===== src/rtl/branch_resolve_unit_if.sv =====
// Handshake bundle for branch_resolve_unit: the request side, the result side and flush.
// The br_count/mis_count members exist only when BRANCH_PERF_CNT_EN is defined.
interface branch_resolve_unit_if #(
  parameter int XLEN  = 32,
  parameter int CNT_W = 32
);
  logic            flush;
  logic            in_valid;
  logic            in_ready;
  logic [2:0]      funct3;
  logic [XLEN-1:0] rs1;
  logic [XLEN-1:0] rs2;
  logic [XLEN-1:0] pc;
  logic [XLEN-1:0] imm;
  logic            pred_taken;
  logic            is_rvc;
  logic            out_valid;
  logic            out_ready;
  logic            taken;
  logic            mispredict;
  logic [XLEN-1:0] redirect_pc;
  logic            misalign;
  logic            illegal;
`ifdef BRANCH_PERF_CNT_EN
  logic [CNT_W-1:0] br_count;
  logic [CNT_W-1:0] mis_count;
`endif

  modport master (
    output flush, in_valid, funct3, rs1, rs2, pc, imm, pred_taken, is_rvc, out_ready,
    input  in_ready, out_valid, taken, mispredict, redirect_pc, misalign, illegal
`ifdef BRANCH_PERF_CNT_EN
    , input br_count, mis_count
`endif
  );

  modport slave (
    input  flush, in_valid, funct3, rs1, rs2, pc, imm, pred_taken, is_rvc, out_ready,
    output in_ready, out_valid, taken, mispredict, redirect_pc, misalign, illegal
`ifdef BRANCH_PERF_CNT_EN
    , output br_count, mis_count
`endif
  );
endinterface


===== src/rtl/branch_resolve_unit.sv =====
// Resolves RV conditional branches, checks the front-end prediction and registers the redirect.
// Optional saturating performance counters are built when BRANCH_PERF_CNT_EN is defined.
module branch_resolve_unit #(
  parameter int XLEN  = 32,
  parameter int C_EXT = 0,
  parameter int CNT_W = 32
) (
  input logic                 clk,
  input logic                 rst_n,
  branch_resolve_unit_if.slave br
);
  logic            eq, lt_s, lt_u, res_taken, res_illegal, tgt_odd;
  logic [XLEN-1:0] target, fall_thru;
  logic            capture;

  logic            valid_q, valid_d;
  logic            taken_q, taken_d;
  logic            mis_q, mis_d;
  logic            misal_q, misal_d;
  logic            ill_q, ill_d;
  logic [XLEN-1:0] pc_q, pc_d;

  always_comb begin
    eq          = (br.rs1 == br.rs2);
    lt_s        = ($signed(br.rs1) < $signed(br.rs2));
    lt_u        = (br.rs1 < br.rs2);
    res_taken   = 1'b0;
    res_illegal = 1'b0;
    case (br.funct3)
      3'b000:  res_taken = eq;
      3'b001:  res_taken = !eq;
      3'b100:  res_taken = lt_s;
      3'b101:  res_taken = !lt_s;
      3'b110:  res_taken = lt_u;
      3'b111:  res_taken = !lt_u;
      default: res_illegal = 1'b1;
    endcase
    target    = br.pc + br.imm;
    fall_thru = br.pc + (((C_EXT != 0) && br.is_rvc) ? XLEN'(2) : XLEN'(4));
    // With compressed support only bit 0 matters; otherwise targets must be word aligned.
    tgt_odd   = (C_EXT != 0) ? target[0] : target[1];
  end

  assign br.in_ready = !valid_q || br.out_ready;
  assign capture     = br.in_valid && br.in_ready;

  always_comb begin
    valid_d = valid_q;
    taken_d = taken_q;
    mis_d   = mis_q;
    misal_d = misal_q;
    ill_d   = ill_q;
    pc_d    = pc_q;
    if (br.flush) begin
      valid_d = 1'b0;
    end else if (capture) begin
      valid_d = 1'b1;
      taken_d = res_taken;
      mis_d   = !res_illegal && (res_taken != br.pred_taken);
      misal_d = res_taken && tgt_odd;
      ill_d   = res_illegal;
      pc_d    = res_taken ? target : fall_thru;
    end else if (br.out_ready) begin
      valid_d = 1'b0;
    end
  end

  always_ff @(posedge clk) begin
    if (!rst_n) begin
      valid_q <= 1'b0;
      taken_q <= 1'b0;
      mis_q   <= 1'b0;
      misal_q <= 1'b0;
      ill_q   <= 1'b0;
      pc_q    <= '0;
    end else begin
      valid_q <= valid_d;
      taken_q <= taken_d;
      mis_q   <= mis_d;
      misal_q <= misal_d;
      ill_q   <= ill_d;
      pc_q    <= pc_d;
    end
  end

  assign br.out_valid   = valid_q;
  assign br.taken       = taken_q;
  assign br.mispredict  = mis_q;
  assign br.misalign    = misal_q;
  assign br.illegal     = ill_q;
  assign br.redirect_pc = pc_q;

`ifdef BRANCH_PERF_CNT_EN
  logic             cnt_evt;
  logic [CNT_W-1:0] br_cnt_q, br_cnt_d, mis_cnt_q, mis_cnt_d;

  // A result killed by flush in the same cycle it is handed over is not counted.
  assign cnt_evt = valid_q && br.out_ready && !ill_q && !br.flush;

  always_comb begin
    br_cnt_d  = br_cnt_q;
    mis_cnt_d = mis_cnt_q;
    if (cnt_evt) begin
      if (br_cnt_q != '1) br_cnt_d = br_cnt_q + 1'b1;
      if (mis_q && (mis_cnt_q != '1)) mis_cnt_d = mis_cnt_q + 1'b1;
    end
  end

  always_ff @(posedge clk) begin
    if (!rst_n) begin
      br_cnt_q  <= '0;
      mis_cnt_q <= '0;
    end else begin
      br_cnt_q  <= br_cnt_d;
      mis_cnt_q <= mis_cnt_d;
    end
  end

  assign br.br_count  = br_cnt_q;
  assign br.mis_count = mis_cnt_q;
`endif
endmodule


===== src/flat_wrapper.sv =====
// flat-port wrapper written by rule: the top's interface ports become plain ports
module branch_resolve_unit_flat 
#(
  parameter int XLEN  = 32,
  parameter int C_EXT = 0,
  parameter int CNT_W = 32
)
  (clk, rst_n, br_flush, br_in_valid, br_funct3, br_rs1, br_rs2, br_pc, br_imm, br_pred_taken, br_is_rvc, br_out_ready, br_in_ready, br_out_valid, br_taken, br_mispredict, br_redirect_pc, br_misalign, br_illegal);
  branch_resolve_unit_if #(.XLEN(XLEN), .CNT_W(CNT_W)) br_i ();
  input logic clk;
  input logic rst_n;
  input wire logic [$bits(br_i.flush)-1:0] br_flush;
  input wire logic [$bits(br_i.in_valid)-1:0] br_in_valid;
  input wire logic [$bits(br_i.funct3)-1:0] br_funct3;
  input wire logic [$bits(br_i.rs1)-1:0] br_rs1;
  input wire logic [$bits(br_i.rs2)-1:0] br_rs2;
  input wire logic [$bits(br_i.pc)-1:0] br_pc;
  input wire logic [$bits(br_i.imm)-1:0] br_imm;
  input wire logic [$bits(br_i.pred_taken)-1:0] br_pred_taken;
  input wire logic [$bits(br_i.is_rvc)-1:0] br_is_rvc;
  input wire logic [$bits(br_i.out_ready)-1:0] br_out_ready;
  output wire logic [$bits(br_i.in_ready)-1:0] br_in_ready;
  output wire logic [$bits(br_i.out_valid)-1:0] br_out_valid;
  output wire logic [$bits(br_i.taken)-1:0] br_taken;
  output wire logic [$bits(br_i.mispredict)-1:0] br_mispredict;
  output wire logic [$bits(br_i.redirect_pc)-1:0] br_redirect_pc;
  output wire logic [$bits(br_i.misalign)-1:0] br_misalign;
  output wire logic [$bits(br_i.illegal)-1:0] br_illegal;
  assign br_i.flush = br_flush;
  assign br_i.in_valid = br_in_valid;
  assign br_i.funct3 = br_funct3;
  assign br_i.rs1 = br_rs1;
  assign br_i.rs2 = br_rs2;
  assign br_i.pc = br_pc;
  assign br_i.imm = br_imm;
  assign br_i.pred_taken = br_pred_taken;
  assign br_i.is_rvc = br_is_rvc;
  assign br_i.out_ready = br_out_ready;
  assign br_in_ready = br_i.in_ready;
  assign br_out_valid = br_i.out_valid;
  assign br_taken = br_i.taken;
  assign br_mispredict = br_i.mispredict;
  assign br_redirect_pc = br_i.redirect_pc;
  assign br_misalign = br_i.misalign;
  assign br_illegal = br_i.illegal;
  branch_resolve_unit #(.XLEN(XLEN), .C_EXT(C_EXT), .CNT_W(CNT_W)) u_core (.clk(clk), .rst_n(rst_n), .br(br_i));
endmodule

===== config.mk =====
export PLATFORM = sky130hd
export DESIGN_NAME = branch_resolve_unit_flat
export DESIGN_NICKNAME = d
export VERILOG_FILES = /design/src/rtl/branch_resolve_unit_if.sv /design/src/rtl/branch_resolve_unit.sv /design/src/flat_wrapper.sv
export SDC_FILE = /design/constraint.sdc
export NUM_CORES = 1
export LEC_CHECK = 0
export BUFFER_PORTS_ARGS = -buffer_cell sky130_fd_sc_hd__buf_2
export CORE_MARGIN = 2
export CORE_UTILIZATION = 46
export CTS_BUF_LIST = sky130_fd_sc_hd__clkbuf_4 sky130_fd_sc_hd__clkbuf_8 sky130_fd_sc_hd__clkbuf_16
export DETAILED_ROUTE_END_ITERATION = 8
export PLACE_DENSITY = 0.79
export SYNTH_ARGS = -nofsm -noshare
export SYNTH_HDL_FRONTEND = slang
export SYNTH_SLANG_ARGS = --single-unit

===== constraint.sdc =====
create_clock -name clk -period 2.62 [get_ports clk]
set_clock_uncertainty 0.2 [all_clocks]
set_input_delay 0.131 -clock clk [delete_from_list [all_inputs] [get_ports clk]]
set_output_delay 0.131 -clock clk [all_outputs]
set_load 0.01 [all_outputs]

* Yosys cells after proc, flatten, opt, wreduce, memory -nomap -nowiden
Cells that the tools add are included.
** Storage, ports and cells
- Flip-flop bits (word level) :: 37
- Bits of input ports :: 138
- Output and inout bits :: 38
- Logic and storage cells :: 37
** Cells by class
- Add/subtract/negate cells :: 2
- Order comparisons :: 2
- Equal/unequal tests :: 7
- Multiplexer cells :: 5
- Bitwise gates (word level) :: 2
- Reductions and logical operators :: 13
** Operators with widths (count)
- $lt 32x32->1 :: 2
- $add 32x3->32 const B :: 1
- $add 32x32->32 :: 1
- $eq 32x32->1 :: 1
- $mux 32 :: 1
- $eq 3x3->1 const B :: 4
- $pmux 1 s6 :: 1
- $reduce_or 6->1 :: 1
- $logic_not 1->1 :: 4
- $eq 3x1->1 const B :: 1
- $logic_and 1x1->1 :: 3
- $logic_not 3->1 :: 1
- $mux 1 :: 3
- $not 1->1 :: 2
- $reduce_and 2->1 :: 1
- $reduce_bool 2->1 :: 1
- $reduce_or 2->1 :: 1
- $logic_or 1x1->1 :: 1
- $ne 1x1->1 :: 1

* Logic depth before layout (Yosys ltp)
Gate-level depths: netlist (run 1).
- Depth after elaboration :: 5
- Depth in mapped cells :: 13
- Mapped depth without buffers :: 12

* Worst setup path after synthesis (run 1)
No wires, ideal clock.
- Path type :: in2reg
- Start point :: input port br_rs2[30]
- End point :: register u_core.pc_q[23] (netlist: u_core.br.redirect_pc[23])
- Library setup time :: 133 ps
- Arrival :: 2439 ps
- Required time :: 2287 ps
- Path slack :: -151 ps
- Cell stages on the path :: 12
- Path buffers :: 2
- Cells stage by stage :: inv_1 > ha_1 > nand4_1 > nor2_1 > a221o_1 > a211o_1 > or4b_4 > nand3_2 > buf_6 > buf_4 > mux2i_1 > a21oi_1
** Between the ends
- Longest elaborated chain between the ends :: 4
- Elaborated cells on any way between the ends :: 8
- Those cells by class :: order compare (2); eq/ne (1); mux (2); reduce/logical (3)
** RTL lines
- from (decl) :: line flat_wrapper.sv:16 : input wire logic [$bits(br_i.rs2)-1:0] br_rs2;
- $lt 32x32->1 (tied with other cells) :: line branch_resolve_unit.sv:26 : lt_u = (br.rs1 < br.rs2);
- $logic_not 1->1, on equally long branches :: line branch_resolve_unit.sv:35, branch_resolve_unit.sv:31, branch_resolve_unit.sv:33
- $pmux 1 s6 * :: line branch_resolve_unit.sv:29 : case (br.funct3)
- $mux 32 * :: line branch_resolve_unit.sv:62 : pc_d = res_taken ? target : fall_thru;
- to (signal assigned) :: line branch_resolve_unit.sv:82 : pc_q <= pc_d;
- to (decl) :: line branch_resolve_unit.sv:21 : logic [XLEN-1:0] pc_q, pc_d;
Every way passes the cells marked *; elsewhere a longest branch is shown, timed or not.
A chain may end at the register's enable or synchronous reset.

* Worst setup path after layout (run 1)
- Start point :: input port br_rs1[30]
- End point :: register u_core.pc_q[25] (netlist: u_core.br.redirect_pc[25])
** Between the ends
- Longest elaborated chain between the ends :: 4
- Elaborated cells on any way between the ends :: 8
- Those cells by class :: order compare (2); eq/ne (1); mux (2); reduce/logical (3)
** RTL lines
- from (decl) :: line flat_wrapper.sv:15 : input wire logic [$bits(br_i.rs1)-1:0] br_rs1;
- $lt 32x32->1 (tied with other cells) :: line branch_resolve_unit.sv:26
- $logic_not 1->1, on equally long branches :: line branch_resolve_unit.sv:35, branch_resolve_unit.sv:31, branch_resolve_unit.sv:33
- $pmux 1 s6 * :: line branch_resolve_unit.sv:29
- $mux 32 * :: line branch_resolve_unit.sv:62
Marked as above.

==> results of run 1 <==
==> tightest hold or removal path: stages <==
cell and delay (ns):
buf_2 0.21, o21ai_0 0.12, nor2_1 0.04
==> routing by layer <==
metal / vias up / GRT usage / wire length (µm)
met1: 2593 / 0.324 / 6430
li1: 2760 / - / -
met2: 233 / 0.520 / 8050
met3: 32 / 0.0386 / 1130
met5: - / 0 / 0
met4: 0 / 0.0789 / 320
==> flip-flops by register name, indices dropped and copies added (netlist names) <==
| register | flops |
|---|---|
| u_core.br.illegal | 1 |
| u_core.br.redirect_pc | 32 |
| u_core.br.out_valid | 1 |
| u_core.br.taken | 1 |
| u_core.br.misalign | 1 |
| u_core.br.mispredict | 1 |
==> through the flow <==
step,utilization,hold slack (ns)
final,0.715,0.0623
after global routing,0.715,0.0608
after floorplan,-,0.0103
after CTS,0.675,0.0238
after global placement,0.650,0.158
after detailed placement,0.650,0.164
==> cell usage in the layout (no fill, tap or decap), types with 14 or more instances in the layout <==
cell and instances:
xnor2_1 32, nor3_1 14, xor2_1 21, nand4_1 14, a21oi_1 48, inv_1 35
dfxtp_1 37, o21ai_0 27, buf_4 107, a21o_1 15, nand3_1 27, nor2_1 52
nand2_1 54, ha_1 51, buf_2 165
==> kinds of logic after synthesis <==
group	share of synthesized area
adder cells (fa/ha/maj)	0.183
flip-flops	0.165
multiplexers	0.0234
XOR/XNOR	0.107
AND/OR/NAND/NOR	0.219
buffers and inverters	0.0596
AO/OA/AOI/OAI	0.242
==> how the worst max path moves through the flow <==
stage	end	slack (ns)	startpoint	cells past startpoint
after floorplan	u_core.br.redirect_pc[20]	0.0004	br_rs2[28]	12
after global placement	u_core.br.redirect_pc[22]	-0.37	br_rs2[23]	11
after detailed placement	u_core.br.redirect_pc[25]	-0.46	br_rs1[29]	12
after CTS	u_core.br.redirect_pc[30]	0.01	br_rs2[23]	13
after global routing	u_core.br.redirect_pc[30]	-0.19	br_rs2[30]	13
final	u_core.br.redirect_pc[25]	-0.1	br_rs1[30]	12
==> power groups by stage <==
stage | registers (mW) | clock network (mW) | logic, mW
after floorplan | 0.655 | 0 | 0.615
after global placement | 0.642 | 0 | 1.08
after detailed placement | 0.642 | 0 | 1.11
after CTS | 0.630 | 0.520 | 1.15
after global routing | 0.633 | 0.545 | 1.39
final | 0.629 | 0.516 | 1.26
==> what timing repair did <==
item	CTS	global route
pin swaps	6	27
gates resized for setup	8	73
hold buffers	4	0
cloned	2	0
endpoints found under the setup margin	30	31
setup buffers	2	7
endpoints found under the hold margin	3	0
==> cell type report <==
cell class	instances	area, µm²	area share
clock inverters	2	37.5	0.00544
repair buffers	287	1800	0.261
clock buffers	6	82.6	0.0120
inverters	46	180	0.0261
multi-input cells	504	3890	0.564
well taps	133	166	0.0241
flip-flops and latches	37	741	0.107
==> summary.md, run 1 <==
| Metric | Value |
|---|---|
| Sequential share of power | 0.261 |
| Worst VDD drop | 0.304 mV |
| N_diodes | 0 |
| HP Class | primary input to register |
| Setup ws final | -0.0980 ns |
| Die Y | 103 µm |
| Relative slew slack | 0.508 |
| Max Fclk | 0.368 GHz |
| Synth top area cells | ha_1, dfxtp_1, xnor2_1 |
| Number of global-route vias before repair | 5,300 |
| Post-synth top cells | ha_1, a21oi_1, nand2_1, nor2_1, inv_1 |
| Design Area, Final | between 6000 and 7000 µm² |
| Total congestion overflow | 0 |
| Slew @ Worst Pin | roughly 0.74 ns |
| Max cap viols | 0 |
| Critical Path Fanout Max | 6 |
| Finished Layout Cells | 1,015 |
| Sw frac | 0.363 |
| Ys async rst share | 0 |
| DR WL/cell | approximately 16 µm |
| R2r startpoint | u_core.br.out_valid |
| Clock transition at path regs | 0.08 ns |
| Minimum clock period | 2.72 ns |
| Worst path max stage delay | 0.57 ns |
| Fin. Hold Viols | 0 |
| First-pass GRT wire length | around 24,000 µm |
| FF+latch count, synth | 37 |
| Synth Net Count | between 800 and 900 |
| Setup TNS | -0.502 ns |
| Worst R2R Setup Slack | 0.69 ns |
| Synthesized area per cell | 7.44 µm² |
| Largest net degree at the start of global routing | 22 |
| Switching power | 0.875 mW |
| Hold EP | u_core.br.redirect_pc[27] |
| CTS tree | yes |
| CP Buf/Inv Count | 2 |
| Post-route DRC | 0 |
| # IOs | about 180 |
| Drt total wl | about 16,000 µm |
| Synthesis-to-finish area growth | 53.6% |
| Number of synthesized flops with an enable pin | 0 |
| Critical path class | primary input to register |
| Cell Int Power | 1.53 mW |
| RSZ-0062 raised after global routing | true |
| Hold path depth | 3 |
| CTS buffer count | 5 |
| Sequential area share after synthesis | 0.165 |
| CP max stage cell | or4b_4 |
| Most common cell in the netlist | ha_1 |
| Logic pwr share | 0.525 |
| CTS sink cnt | 37 |
| Inst Count DP | 992 |
| CTS H-tree depth | 2 |
| Clk root buf | clkbuf_8 |
| CP most frequent cell | buf_6 |
| Syn Inst Count | 603 |
| Die X-Extent | 103 µm |
| Crit share post-route | 1.04 |
| Initial core utilization | 0.466 |
| Initial antenna violation count | 0 |
| GPL Wtd Cong | 0.968 |
| Status | finished with violations |
| Iter 0 DRT Violations | 241 |
| Port buffer count | 174 |
| Nets | 1,084 |
| Vias/cell | 5.53 |
| Failing checks | setup timing |
| Layout cells sized above 1 | 0.407 |
| Final Power | approximately 2.4 mW |
| Synth warn | 0 |
| Crit path capture type | register |
| # fillers | 796 |
| DRT antenna net count | 0 |
| Crit path max-delay family | simple AND/OR/NAND/NOR gates |
| Dpl cell area | 6260 µm² |
| Synth Flop Type | dfxtp_1 |
| Area leader, netlist | ha_1 |
| Die area | 10,600 µm² |
| Arr. time, crit path | 2.70 ns |
| Global-route usage over all layers | 0.276 |
| Pre-CTS WS | -0.464 ns |
| Worst reg2reg path endpoint | u_core.br.redirect_pc[5] |
| HPWL Detailed | ~12,000 µm |
| Slew Viols, Final | 0 |
| Final setup vio count | 10 |
| Vias | 5,618 |
| Worst-path cell chain | buf_6 > ha_4 > nand4_1 > nor2_1 > a221o_1 > a211o_1 > or4b_4 > nand3_4 > buf_6 > mux2i_1 > a21oi_1 > a21boi_2 |
| Hold_sp | rst_n |
| Distinct cell type count after synthesis | 55 |
| Power Dens Cells | 349 nW/µm² |
| Drt pass-1 iters | 5 |
| R2R depth | 7 |
| Required @ worst endpoint | 2.60 ns |
| Core area | 9640 µm² |
| Clock Latency Late Sink | 0.29 ns |
| Leak Pwr | 3.43 nW |
| CP Launch Type | primary input |
| Clk buf depth | 2 |
| Synth top area share | 0.178 |
| Mapped cell area | 4490 µm² |
| Clock network fraction of total power | 0.214 |
| Number of core rows | 36 |
No activity file was read; power rests on OpenSTA's default activity.
==> run 2: changes to the inputs <==
CTS_BUF_LIST = sky130_fd_sc_hd__clkbuf_16   (was sky130_fd_sc_hd__clkbuf_4 sky130_fd_sc_hd__clkbuf_8 sky130_fd_sc_hd__clkbuf_16)
==> run 2 against run 1 <==
Sequential cell count unchanged; combinational power about the same; total power up 6.4%; the flow still finishes with violations (setup timing); first-iteration DRC count increased by 12%; sequential share of layout area about the same; final cell count barely moved.
==> summary.md, run 2 (synthesis gave the netlist of run 1 again) <==
| Metric | Value |
|---|---|
| Nets | 1,083 |
| CTS H-tree depth | 2 |
| RSZ-0062 raised after global routing | true |
| Port buffer count | 174 |
| Relative slew slack | 0.528 |
| Slew @ Worst Pin | 0.707 ns |
| Most common cell after layout, fill and taps aside | buf_2 |
| Final Power | 2.56 mW |
| DR WL/cell | between 15 and 20 µm |
| R2r startpoint | u_core.br.out_valid |
| Multi-input gate area | 3860 µm² |
| HPWL Detailed | 12,400 µm |
| Switching power | between 0.8 and 0.9 mW |
| Critical Path Fanout Max | 6 |
| Vias | 5,615 |
| Worst R2R Setup Slack | around 0.7 ns |
| CTS buffer count | 5 |
| Power Dens Cells | 371 nW/µm² |
| Clk buf depth | 2 |
| Crit. path cell count | 12 |
| Hold_sp | br_pred_taken |
| Pre-CTS WS | -0.464 ns |
| CP Buf/Inv Count | 2 |
| Die area | around 11,000 µm² |
| Crit share post-route | 1.05 |
| Worst VDD drop | 0.224 mV |
| Required @ worst endpoint | 2.59 ns |
| DRT antenna net count | 0 |
| Sw frac | 0.350 |
| CP max stage cell | or4b_4 |
| GPL Wtd Cong | 0.968 |
| Clk root buf | clkbuf_16 |
| Arr. time, crit path | 2.71 ns |
| Layout cells sized above 1 | 0.403 |
| R2R depth | 7 |
| Clock Latency Late Sink | 0.27 ns |
| Vias/cell | 5.54 |
| Crit path max-delay family | simple AND/OR/NAND/NOR gates |
| First-pass GRT wire length | 23,700 µm |
| Max cap viols | 0 |
| Synthesis-to-finish area growth | 53.9% |
| Initial core utilization | 0.466 |
| Setup ws final | -0.122 ns |
| N_diodes | 0 |
| Minimum clock period | 2.74 ns |
| CP most frequent cell | buf_6 |
| Failing checks | setup timing |
| Hold EP | u_core.br.mispredict |
| Max reg flops | 32 |
| Total congestion overflow | 0 |
| Slew Viols, Final | 0 |
| Post-route DRC | 0 |
| Logic pwr share | 0.492 |
| CTS sink cnt | 37 |
| Number of global-route vias before repair | 5,293 |
| Clock network fraction of total power | 0.262 |
| Reg area | 741 µm² |
| CP Launch Type | primary input |
| Cell Int Power | 1.67 mW |
| # fillers | 787 |
| # IOs | 176 |
| Final Util | 0.717 |
| Hold path depth | 4 |
| Drt pass-1 iters | 5 |
| Worst reg2reg path endpoint | u_core.br.redirect_pc[20] |
| Fin. Hold Viols | 0 |
| Iter 0 DRT Violations | roughly 270 |
| Status | finished with violations |
| Worst path max stage delay | about 0.57 ns |
| Worst-path cell chain | buf_6 > ha_4 > nand4_1 > nor2_1 > a221o_1 > a211o_1 > or4b_4 > nand3_4 > buf_6 > mux2i_2 > a21oi_1 > a21boi_2 |
| HP Class | primary input to register |
| Initial antenna violation count | 0 |
| Final setup vio count | 14 |
| Most frequent cells in the layout | buf_2, buf_4, nand2_1, nor2_1, ha_1 |
| Critical path class | primary input to register |
| Clock transition at path regs | 0.05 ns |
| Number of core rows | 36 |
| Leak Pwr | 3.43 nW |
| Global-route usage over all layers | 0.280 |
| Sequential share of power | 0.246 |
| Setup TNS | -0.643 ns |
| Drt total wl | between 15,000 and 20,000 µm |
| Max Fclk | around 0.36 GHz |
| Crit path capture type | register |
| CTS tree | yes |
| Die X-Extent | 103 µm |
| Core area | 9640 µm² |
| Largest net degree at the start of global routing | 22 |
| Die Y | 103 µm |
[run 2: changes by cell type in the layout (fill, tap and decap cells not counted), moves of 2 or more]
cell	before	now
clkbuf_8	6	0
buf_6	9	11
o21ai_2	0	2
buf_4	107	105
clkbuf_16	0	5
o21ai_1	8	6
[run 2: worst max-delay path by stage]
stage | from | end | slack [ns]
after floorplan | br_rs2[28] | u_core.br.redirect_pc[20] | 0.0004
after global placement | br_rs2[23] | u_core.br.redirect_pc[22] | -0.37
after detailed placement | br_rs1[29] | u_core.br.redirect_pc[25] | -0.46
after CTS | br_rs2[23] | u_core.br.redirect_pc[14] | 0.001
after global routing | br_rs2[26] | u_core.br.redirect_pc[20] | -0.22
final | br_rs1[30] | u_core.br.redirect_pc[30] | -0.12
[run 2: routing by layer]
| metal | vias to the layer above | share of wire | track usage |
|---|---|---|---|
| li1 | 2762 | - | - |
| met5 | - | 0 | 0 |
| met4 | 0 | 0.020 | 0.0941 |
| met3 | 30 | 0.069 | 0.0393 |
| met1 | 2587 | 0.40 | 0.327 |
| met2 | 236 | 0.51 | 0.523 |
[run 2: cell type report]
type,count,share of cell area
inverters,46,0.0257
well taps,133,0.0241
clock inverters,3,0.00598
clock buffers,5,0.0181
flip-flops and latches,37,0.107
multi-input cells,505,0.559
repair buffers,285,0.260
[run 2: what timing repair did]
item	4_1_cts	5_1_grt
gates cloned	2	1
endpoints found under the setup margin	30	31
endpoints found under the hold margin	2	0
setup buffers	2	6
pin swaps	8	31
resized for setup	8	70
hold buffers	3	0
[run 2: worst min-delay path, cell delays in order]
cell	delay, ns
buf_2	0.10
xor2_1	0.06
nand3_1	0.07
a21oi_1	0.06
[run 2: power groups by stage]
stage	Sequential [mW]	Combinational [mW]	Clock, mW
after floorplan	0.655	0.615	0
after global placement	0.642	1.08	0
after detailed placement	0.642	1.11	0
after CTS	0.631	1.15	0.677
after global routing	0.634	1.39	0.709
final	0.631	1.26	0.672
[run 2: stage by stage]
stage | std cells | instance area [µm²] | hold WS, ns
2_1_floorplan | 603 | 4570 | 0.0103
3_3_place_gp | 992 | 6260 | 0.158
3_5_place_dp | 992 | 6260 | 0.164
4_1_cts | 1007 | 6540 | 0.00206
5_1_grt | 1014 | 6910 | 0.0154
6_report | 1014 | 6910 | 0.00245
